File: src/rtl/branch_flush_ctrl.sv
// branch_flush_ctrl: pipeline sequencer for the IF/ID/EX stage registers.
//  - 2-bit saturating branch history table supplies the EX predict-jump bit.
//  - Mispredicts resolved in EX schedule a one-cycle flush/redirect.
//  - Load-use stalls insert a bubble into ID/EX while IF/ID holds.
// Optional feature macro: PERF_CNT_EN (saturating 16-bit branch/mispredict counters).
module branch_flush_ctrl #(
    parameter int unsigned IdxBits = 4,
    parameter int unsigned InitCnt = 1
) (
    input  logic               clk_i,
    input  logic               rst_i,
    input  logic               tick_i,
    input  logic               id_is_branch_i,
    input  logic [IdxBits-1:0] id_pc_idx_i,
    input  logic               ex_br_valid_i,
    input  logic [IdxBits-1:0] ex_pc_idx_i,
    input  logic               ex_taken_i,
    input  logic               ex_pred_i,
    input  logic               hz_stall_i,
    output logic               pj_d_o,
    output logic [1:0]         pc_sel_o,
    output logic               if_id_en_o,
    output logic               id_ex_en_o,
    output logic               if_id_flush_o,
    output logic               id_ex_flush_o,
    output logic [15:0]        perf_branches_o,
    output logic [15:0]        perf_mispred_o
);

    localparam int unsigned Entries = 1 << IdxBits;
    localparam logic [1:0]  PcSeqPc  = 2'b00;
    localparam logic [1:0]  PcSelPred = 2'b01;
    localparam logic [1:0]  PcSelEx  = 2'b10;

    typedef enum logic [1:0] {
        ST_INIT  = 2'd0,
        ST_RUN   = 2'd1,
        ST_FLUSH = 2'd2
    } state_e;

    state_e     state_q, state_d;
    logic       flush_q, flush_d;

    logic [1:0] bht_rd [Entries];
    logic       mispredict;
    logic       in_run;
    logic       bht_upd;

    logic       pj;
    logic [1:0] pc_sel;
    logic       if_en;
    logic       ex_en;
    logic       bubble;

    assign mispredict = ex_br_valid_i & (ex_taken_i != ex_pred_i);
    assign in_run     = (state_q == ST_RUN);
    // Branches resolving while FLUSH or INIT is active are discarded.
    assign bht_upd    = in_run & tick_i & ex_br_valid_i;

    // State and registered flush flag advance only on Tick; reset is immediate.
    always_ff @(posedge clk_i or posedge rst_i) begin
        if (rst_i) begin
            state_q <= ST_INIT;
            flush_q <= 1'b0;
        end else if (tick_i) begin
            state_q <= state_d;
            flush_q <= flush_d;
        end
    end

    // Next-state and output decode; mispredict outranks a pending stall.
    always_comb begin
        state_d = state_q;
        pj      = 1'b0;
        pc_sel  = PcSeqPc;
        if_en   = 1'b0;
        ex_en   = 1'b0;
        bubble  = 1'b0;
        case (state_q)
            ST_INIT: begin
                state_d = ST_RUN;
            end
            ST_RUN: begin
                pj = id_is_branch_i & bht_rd[id_pc_idx_i][1];
                if (mispredict) begin
                    state_d = ST_FLUSH;
                    pc_sel  = pj ? PcSelPred : PcSeqPc;
                    if_en   = 1'b1;
                    ex_en   = 1'b1;
                end else if (hz_stall_i) begin
                    pc_sel  = PcSeqPc;
                    if_en   = 1'b0;
                    ex_en   = 1'b1;
                    bubble  = 1'b1;
                end else begin
                    pc_sel  = pj ? PcSelPred : PcSeqPc;
                    if_en   = 1'b1;
                    ex_en   = 1'b1;
                end
            end
            ST_FLUSH: begin
                state_d = ST_RUN;
                pc_sel  = PcSelEx;
                if_en   = 1'b1;
                ex_en   = 1'b1;
            end
            default: begin
                state_d = ST_INIT;
            end
        endcase
    end

    assign flush_d       = (state_d == ST_FLUSH);
    assign pj_d_o        = pj;
    assign pc_sel_o      = pc_sel;
    assign if_id_en_o    = if_en & tick_i;
    assign id_ex_en_o    = ex_en & tick_i;
    assign if_id_flush_o = flush_q;
    assign id_ex_flush_o = flush_q | bubble;

    // One saturating 2-bit counter per BHT entry; ID reads the pre-update value.
    for (genvar gi = 0; gi < Entries; gi++) begin : g_bht
        logic [1:0] cnt_q, cnt_d;
        logic       hit;

        assign hit = bht_upd && (ex_pc_idx_i == IdxBits'(gi));

        // Saturating increment on taken, saturating decrement on not-taken.
        always_comb begin
            cnt_d = cnt_q;
            if (hit) begin
                if (ex_taken_i) begin
                    cnt_d = (cnt_q == 2'd3) ? 2'd3 : cnt_q + 2'd1;
                end else begin
                    cnt_d = (cnt_q == 2'd0) ? 2'd0 : cnt_q - 2'd1;
                end
            end
        end

        // Counter register, cleared to the weak initial value on reset.
        always_ff @(posedge clk_i or posedge rst_i) begin
            if (rst_i) begin
                cnt_q <= 2'(InitCnt);
            end else begin
                cnt_q <= cnt_d;
            end
        end

        assign bht_rd[gi] = cnt_q;
    end

`ifdef PERF_CNT_EN
    logic [15:0] perf_br_q, perf_br_d;
    logic [15:0] perf_mp_q, perf_mp_d;

    // Saturating event counters; only a reset clears them.
    always_comb begin
        perf_br_d = perf_br_q;
        perf_mp_d = perf_mp_q;
        if (bht_upd && (perf_br_q != 16'hFFFF)) begin
            perf_br_d = perf_br_q + 16'd1;
        end
        if (bht_upd && mispredict && (perf_mp_q != 16'hFFFF)) begin
            perf_mp_d = perf_mp_q + 16'd1;
        end
    end

    // Counter registers.
    always_ff @(posedge clk_i or posedge rst_i) begin
        if (rst_i) begin
            perf_br_q <= 16'h0000;
            perf_mp_q <= 16'h0000;
        end else begin
            perf_br_q <= perf_br_d;
            perf_mp_q <= perf_mp_d;
        end
    end

    assign perf_branches_o = perf_br_q;
    assign perf_mispred_o  = perf_mp_q;
`else
    assign perf_branches_o = 16'h0000;
    assign perf_mispred_o  = 16'h0000;
`endif

endmodule

File: config.mk
export PLATFORM = sky130hd
export DESIGN_NAME = branch_flush_ctrl
export DESIGN_NICKNAME = d
export VERILOG_FILES = /design/src/rtl/branch_flush_ctrl.sv
export SDC_FILE = /design/constraint.sdc
export NUM_CORES = 1
export LEC_CHECK = 0
export ABC_AREA = 1
export CORE_MARGIN = 2
export CORE_UTILIZATION = 25
export DETAILED_ROUTE_END_ITERATION = 6
export DONT_BUFFER_PORTS = 1
export HOLD_SLACK_MARGIN = 0.02
export PLACE_DENSITY = 0.47
export SLEW_MARGIN = 20
export SYNTH_ARGS = -nofsm -noshare
export SYNTH_HDL_FRONTEND = slang
export SYNTH_SLANG_ARGS = --single-unit
export TNS_END_PERCENT = 50
File: constraint.sdc
create_clock -name clk_i -period 1.5 [get_ports clk_i]
set_input_delay 0.15 -clock clk_i [delete_from_list [all_inputs] [get_ports clk_i]]
set_output_delay 0.15 -clock clk_i [all_outputs]
set_load 0.02 [all_outputs]
## Word-level counts from Yosys, hierarchy flattened

Cells that the tools add are included.

| storage, ports and cells | value |
|---|---|
| flip-flop bits (word level) | 35 |
| input port bits | 16 |
| logic and storage cells | 195 |

| cells by class | value |
|---|---|
| add/sub/neg operators | 32 |
| $lt $le $gt $ge | 1 |
| equal/unequal tests | 35 |
| mux-type cells | 65 |
| bitwise gates (word level) | 8 |
| reductions and logical operators | 36 |

Operators by type and width:

| cell | count |
|---|---|
| $mux 2 | 51 |
| $eq 2x2->1 const B | 18 |
| $logic_not 2->1 | 17 |
| $add 2x1->2 const B | 16 |
| $eq 4x4->1 const B | 8 |
| $sub 2x1->2 const B | 16 |
| $eq 4x3->1 const B | 4 |
| $logic_and 1x1->1 | 16 |
| $mux 1 | 10 |
| $bmux 2 s4 | 1 |
| $eq 4x2->1 const B | 2 |
| $pmux 2 s2 | 2 |
| $and 1x1->1 | 6 |
| $ge 5x5->1 const B | 1 |
| $not 4->5 | 1 |
| $eq 4x1->1 const B | 1 |
| $logic_not 4->1 | 1 |
| $reduce_or 2->1 | 2 |
| $eq 2x1->1 const B | 1 |
| $pmux 1 s2 | 1 |
| $ne 1x1->1 | 1 |
| $or 1x1->1 | 1 |

## Depth between registers and ports, before layout

| logic depth | value |
|---|---|
| word-level depth | 9 |
| gate-level depth with buffers | 9 |

## Least setup slack after synthesis

Ideal clock, no wire load.

| path | value |
|---|---|
| path type | register to register |
| start | register state_q[1] |
| end | register g_bht[2].cnt_q[0] |
| setup time | 75 ps |
| arrival time | 1373 ps |
| data required time | 1425 ps |
| setup slack | 52 ps |
| stages on the path, launching flop included | 8 |
| buffers on the path | 0 |
| period minus slack after synthesis | 1448 ps |
| cell sequence | dfrtp_1 > inv_1 > ha_1 > nand2_2 > nor2_8 > nand2_2 > nor2_2 > mux2i_1 |

| on the way | value |
|---|---|
| longest elaborated chain between the ends | 4 |

RTL lines:

| what | line | RTL |
|---|---|---|
| start: declaration | 41 | `state_e state_q, state_d;` |
| start signal: assignment | 66 | `state_q <= state_d;` |
| $eq 2x1->1 | 56 | `assign in_run = (state_q == ST_RUN);` |
| $and 1x1->1 (2 in series) | 58 | `assign bht_upd = in_run & tick_i & ex_br_valid_i;` |
| $logic_and 1x1->1 | 126 | `assign hit = bht_upd && (ex_pc_idx_i == IdxBits'(gi));` |
| end signal: assignment | 143 | `cnt_q <= 2'(InitCnt);` |
| end signal: assignment | 145 | `cnt_q <= cnt_d;` |
| end: declaration | 123 | `logic [1:0] cnt_q, cnt_d;` |

No other way between the ends.
A chain may end at the register's enable or synchronous reset.

## Worst setup path after layout

| path | value |
|---|---|
| start | register g_bht[8].cnt_q[1] |
| end | output port pc_sel_o[0] |

| on the way | value |
|---|---|
| longest elaborated chain between the ends | 8 |

RTL lines:

| what | line | RTL |
|---|---|---|
| start: declaration | 123 |  |
| start signal: assignment | 143 |  |
| start signal: assignment | 145 |  |
| $bmux 2 s4 * | 84 | `pj = id_is_branch_i & bht_rd[id_pc_idx_i][1];` |
| $mux 2 (not written as such) * (2 in series) | 84 |  |
| $and 1x1->1 * | 84 |  |
| $mux 1 * | 87, 96 |  |
| $mux 1 | 90 | `end else if (hz_stall_i) begin` |
| $mux 1 * | 85 | `if (mispredict) begin` |
| $pmux 2 s2 * | 79 | `case (state_q)` |
| end: declaration | 21 | `output logic [1:0] pc_sel_o,` |

Mark *: on every way between the ends. The rest lies on a longest branch, timed or not. The select of a mux whose other input is x is not followed.

==> results.ini <==
[setup_path]
crit_buf_inv = 2
start_kind = flip-flop
arrival_ps = 1420
max_stage_delay_ps = 390
critical_path_required_ps = 1350
crit_fanout = 3
crit_chain = inv_2, nand2_2, nand3_2, nand3_2, nand3_2, nand2_2, nand2_2, nor2_1, buf_4
cp-end-kind = output port
cpMaxStageDelayCell = dfrtp_1
path_class = flip-flop to output port
worst_path_dominant_cell_family = simple AND/OR/NAND/NOR gates

[finish]
syn_to_final_growth_pct = 21.19
final_cell_mix = 64 x nand2_1, 58 x o21ai_0, 41 x inv_1, 32 x conb_1, 28 x buf_4
finalNonFillerCells = 491
n_antenna_cell = 0
final_nets = 381
layout_commonest_cell = nand2_1
final_layout_size_suffix_gt1_share_pct = 27.07
final_core_util_pct = 31.21

[sta]
drv_slew = 0
period_share_pct = 104.8
post-route-min-period_ps = 1572
whs_ps = 20.31
fmax_mhz = 636.0
setup_violations = 4
rsz0062_at_grt = yes
skew_ps = 10.25
finalWorstSetupSlack_ps = -72.26
finalHoldViolations = 0

[grt]
antenna_found_initial = 0
grt_max_degree = 36
grt_pass1_wl_um = 8411
grt_remaining_overflow = 0
grt_pass1_vias = 1763
grt_usage_pct = 10.78

[die]
io_pins = 55
die_w_um = 101.6
die_y_um = 101.6
start_util_pct = 25.75
std_cell_rows = 35
core-area_um2 = 9240
die_area_um2 = 10320

[synth]
synth_cell_types = 23
avgSynthCellArea_um2 = 7.233
synth_top_flop_cell = dfrtp_1
yosysTopAreaCellShare_pct = 19.98
ys_ff_latch = 35
synthTopCellsByArea = dfrtp_1 20%, dfstp_2 18%, o21ai_0 13%
syn_area_um2 = 2380
yosysTopAreaCell = dfrtp_1
synthArstFlopShare_pct = 100.0
synth_edf_count = 0
synth_warnings = 0
syn_inst = 329
ys_seq_area_share_pct = 37.64

[detailed_routing]
dr.pass1.iters = 4
first_iter_violations = 50
vias = 2001
wl_per_cell_um = 11.00
finalWirelength_um = 5403
viasPerCell = 4.075
drc = 0
postRouteAntennaNets = 0

[clocking]
cts_made_buffers = 5
clock_path_buffers = 2
clkSinkCount = 35
cts_root_buf = clkbuf_8
cts_tree = built
clk_latency_ps = 290
h-tree-depth = 2
path_clk_slew_ps = 80

[placement]
dp_hpwl_um = 3899
io_buffers = 0
place_congestion = 0.7538
dp_cells = 461
place_ws_ps = 47.69

[hold_path]
hold_class = primary input to flip-flop

[power]
power_density_nw_per_um2 = 1525
worst_ir_drop_vdd_v = 0.0003930
p_leak_nw = 1.365

[outcome]
status = complete, but fails checks
violations = setup timing

[run]
drv_cap = 0

## cell families (layout without fill, tap and decap cells)
kind of cell             count (synthesis)  in the layout  synth area share, %
AND/OR/NAND/NOR                        131            131                25.34
other                                    1             32               0.1576
AO/OA/AOI/OAI                           71             71                15.19
buffers and inverters                   85             87                18.72
adder cells (fa/ha/maj)                  4              4                2.103
flip-flops                              35             35                37.64
multiplexers                             2              2               0.8413
## path summary, 6_finish.rpt
kind | startpoint | to | slack (ps) | depth (start not counted)
min | tick_i | state_q[0]$_DFFE_PP0P_ | 20 | 2
max in group asynchronous | rst_i | g_bht[6].cnt_q[0]$_DFFE_PP1P_ | 730 | 3
max | g_bht[8].cnt_q[1]$_DFFE_PP0P_ | pc_sel_o[0] | -70 | 9
min reg2reg | g_bht[13].cnt_q[0]$_DFFE_PP1P_ | g_bht[13].cnt_q[0]$_DFFE_PP1P_ | 500 | 2
min in group asynchronous | rst_i | g_bht[0].cnt_q[1]$_DFFE_PP0P_ | 400 | 3
max reg2reg | state_q[1]$_DFFE_PP0P_ | g_bht[5].cnt_q[1]$_DFFE_PP0P_ | 60 | 8
## report_power, final
| group | switching (W) | total (W) | internal [W] |
|---|---|---|---|
| combinational | 0.000999 | 0.00182 | 0.000821 |
| clock | 0.000360 | 0.000898 | 0.000538 |
| sequential | 0.000229 | 0.00168 | 0.00145 |
## registers in the layout (all words and copies together), names as in the netlist
name / flops
if_id_flush_o: 1
g_bht.cnt_q: 32
state_q: 2
## final cells by class
cell class | instances | area [um^2]
inverters | 48 | 180.2
well taps | 129 | 161.4
flip-flops and latches | 35 | 897.1
fillers | 1026 | 6356
clock buffers | 6 | 82.58
clock inverters | 2 | 35.03
multi-input cells | 240 | 1286
repair buffers | 31 | 241.5
## cells in the mapped netlist (3+ instances only)
master / instances
nand2_1: 69
o21ai_0: 61
inv_1: 48
buf_4: 32
nor2_1: 25
dfrtp_1: 19
nand3_1: 17
dfstp_2: 16
nor2_2: 11
a21oi_1: 7
buf_2: 5
ha_1: 4
nand2_2: 3
## per-layer routing
layer | track usage [%] | up-vias | part of all wire (%)
li1 | - | 1037 | -
met1 | 13.33 | 920 | 44
met2 | 17.21 | 39 | 48
met3 | 4.003 | 5 | 6.9
met4 | 3.846 | 0 | 1.5
met5 | 0 | - | 0
## metrics by stage
| step | area (um^2) | TNS (ps) | power, W |
|---|---|---|---|
| 3_3_place_gp | 2460 | 0 | 0.002978 |
| 6_report | 2884 | -189.5 | 0.004398 |
| 4_1_cts | 2670 | -324.5 | 0.004097 |
| 5_1_grt | 2884 | -939.0 | 0.004773 |
| 2_1_floorplan | 2496 | 0 | 0.002741 |
| 3_5_place_dp | 2460 | 0 | 0.003022 |
## timing repair
action	in CTS	in global routing
pin swaps	0	17
gates resized for setup	2	39
endpoints found under the setup margin	5	37
buffers inserted	8	12
hold buffers	2	0
endpoints found under the hold margin	22	0
(Power assumes the default switching activity.)
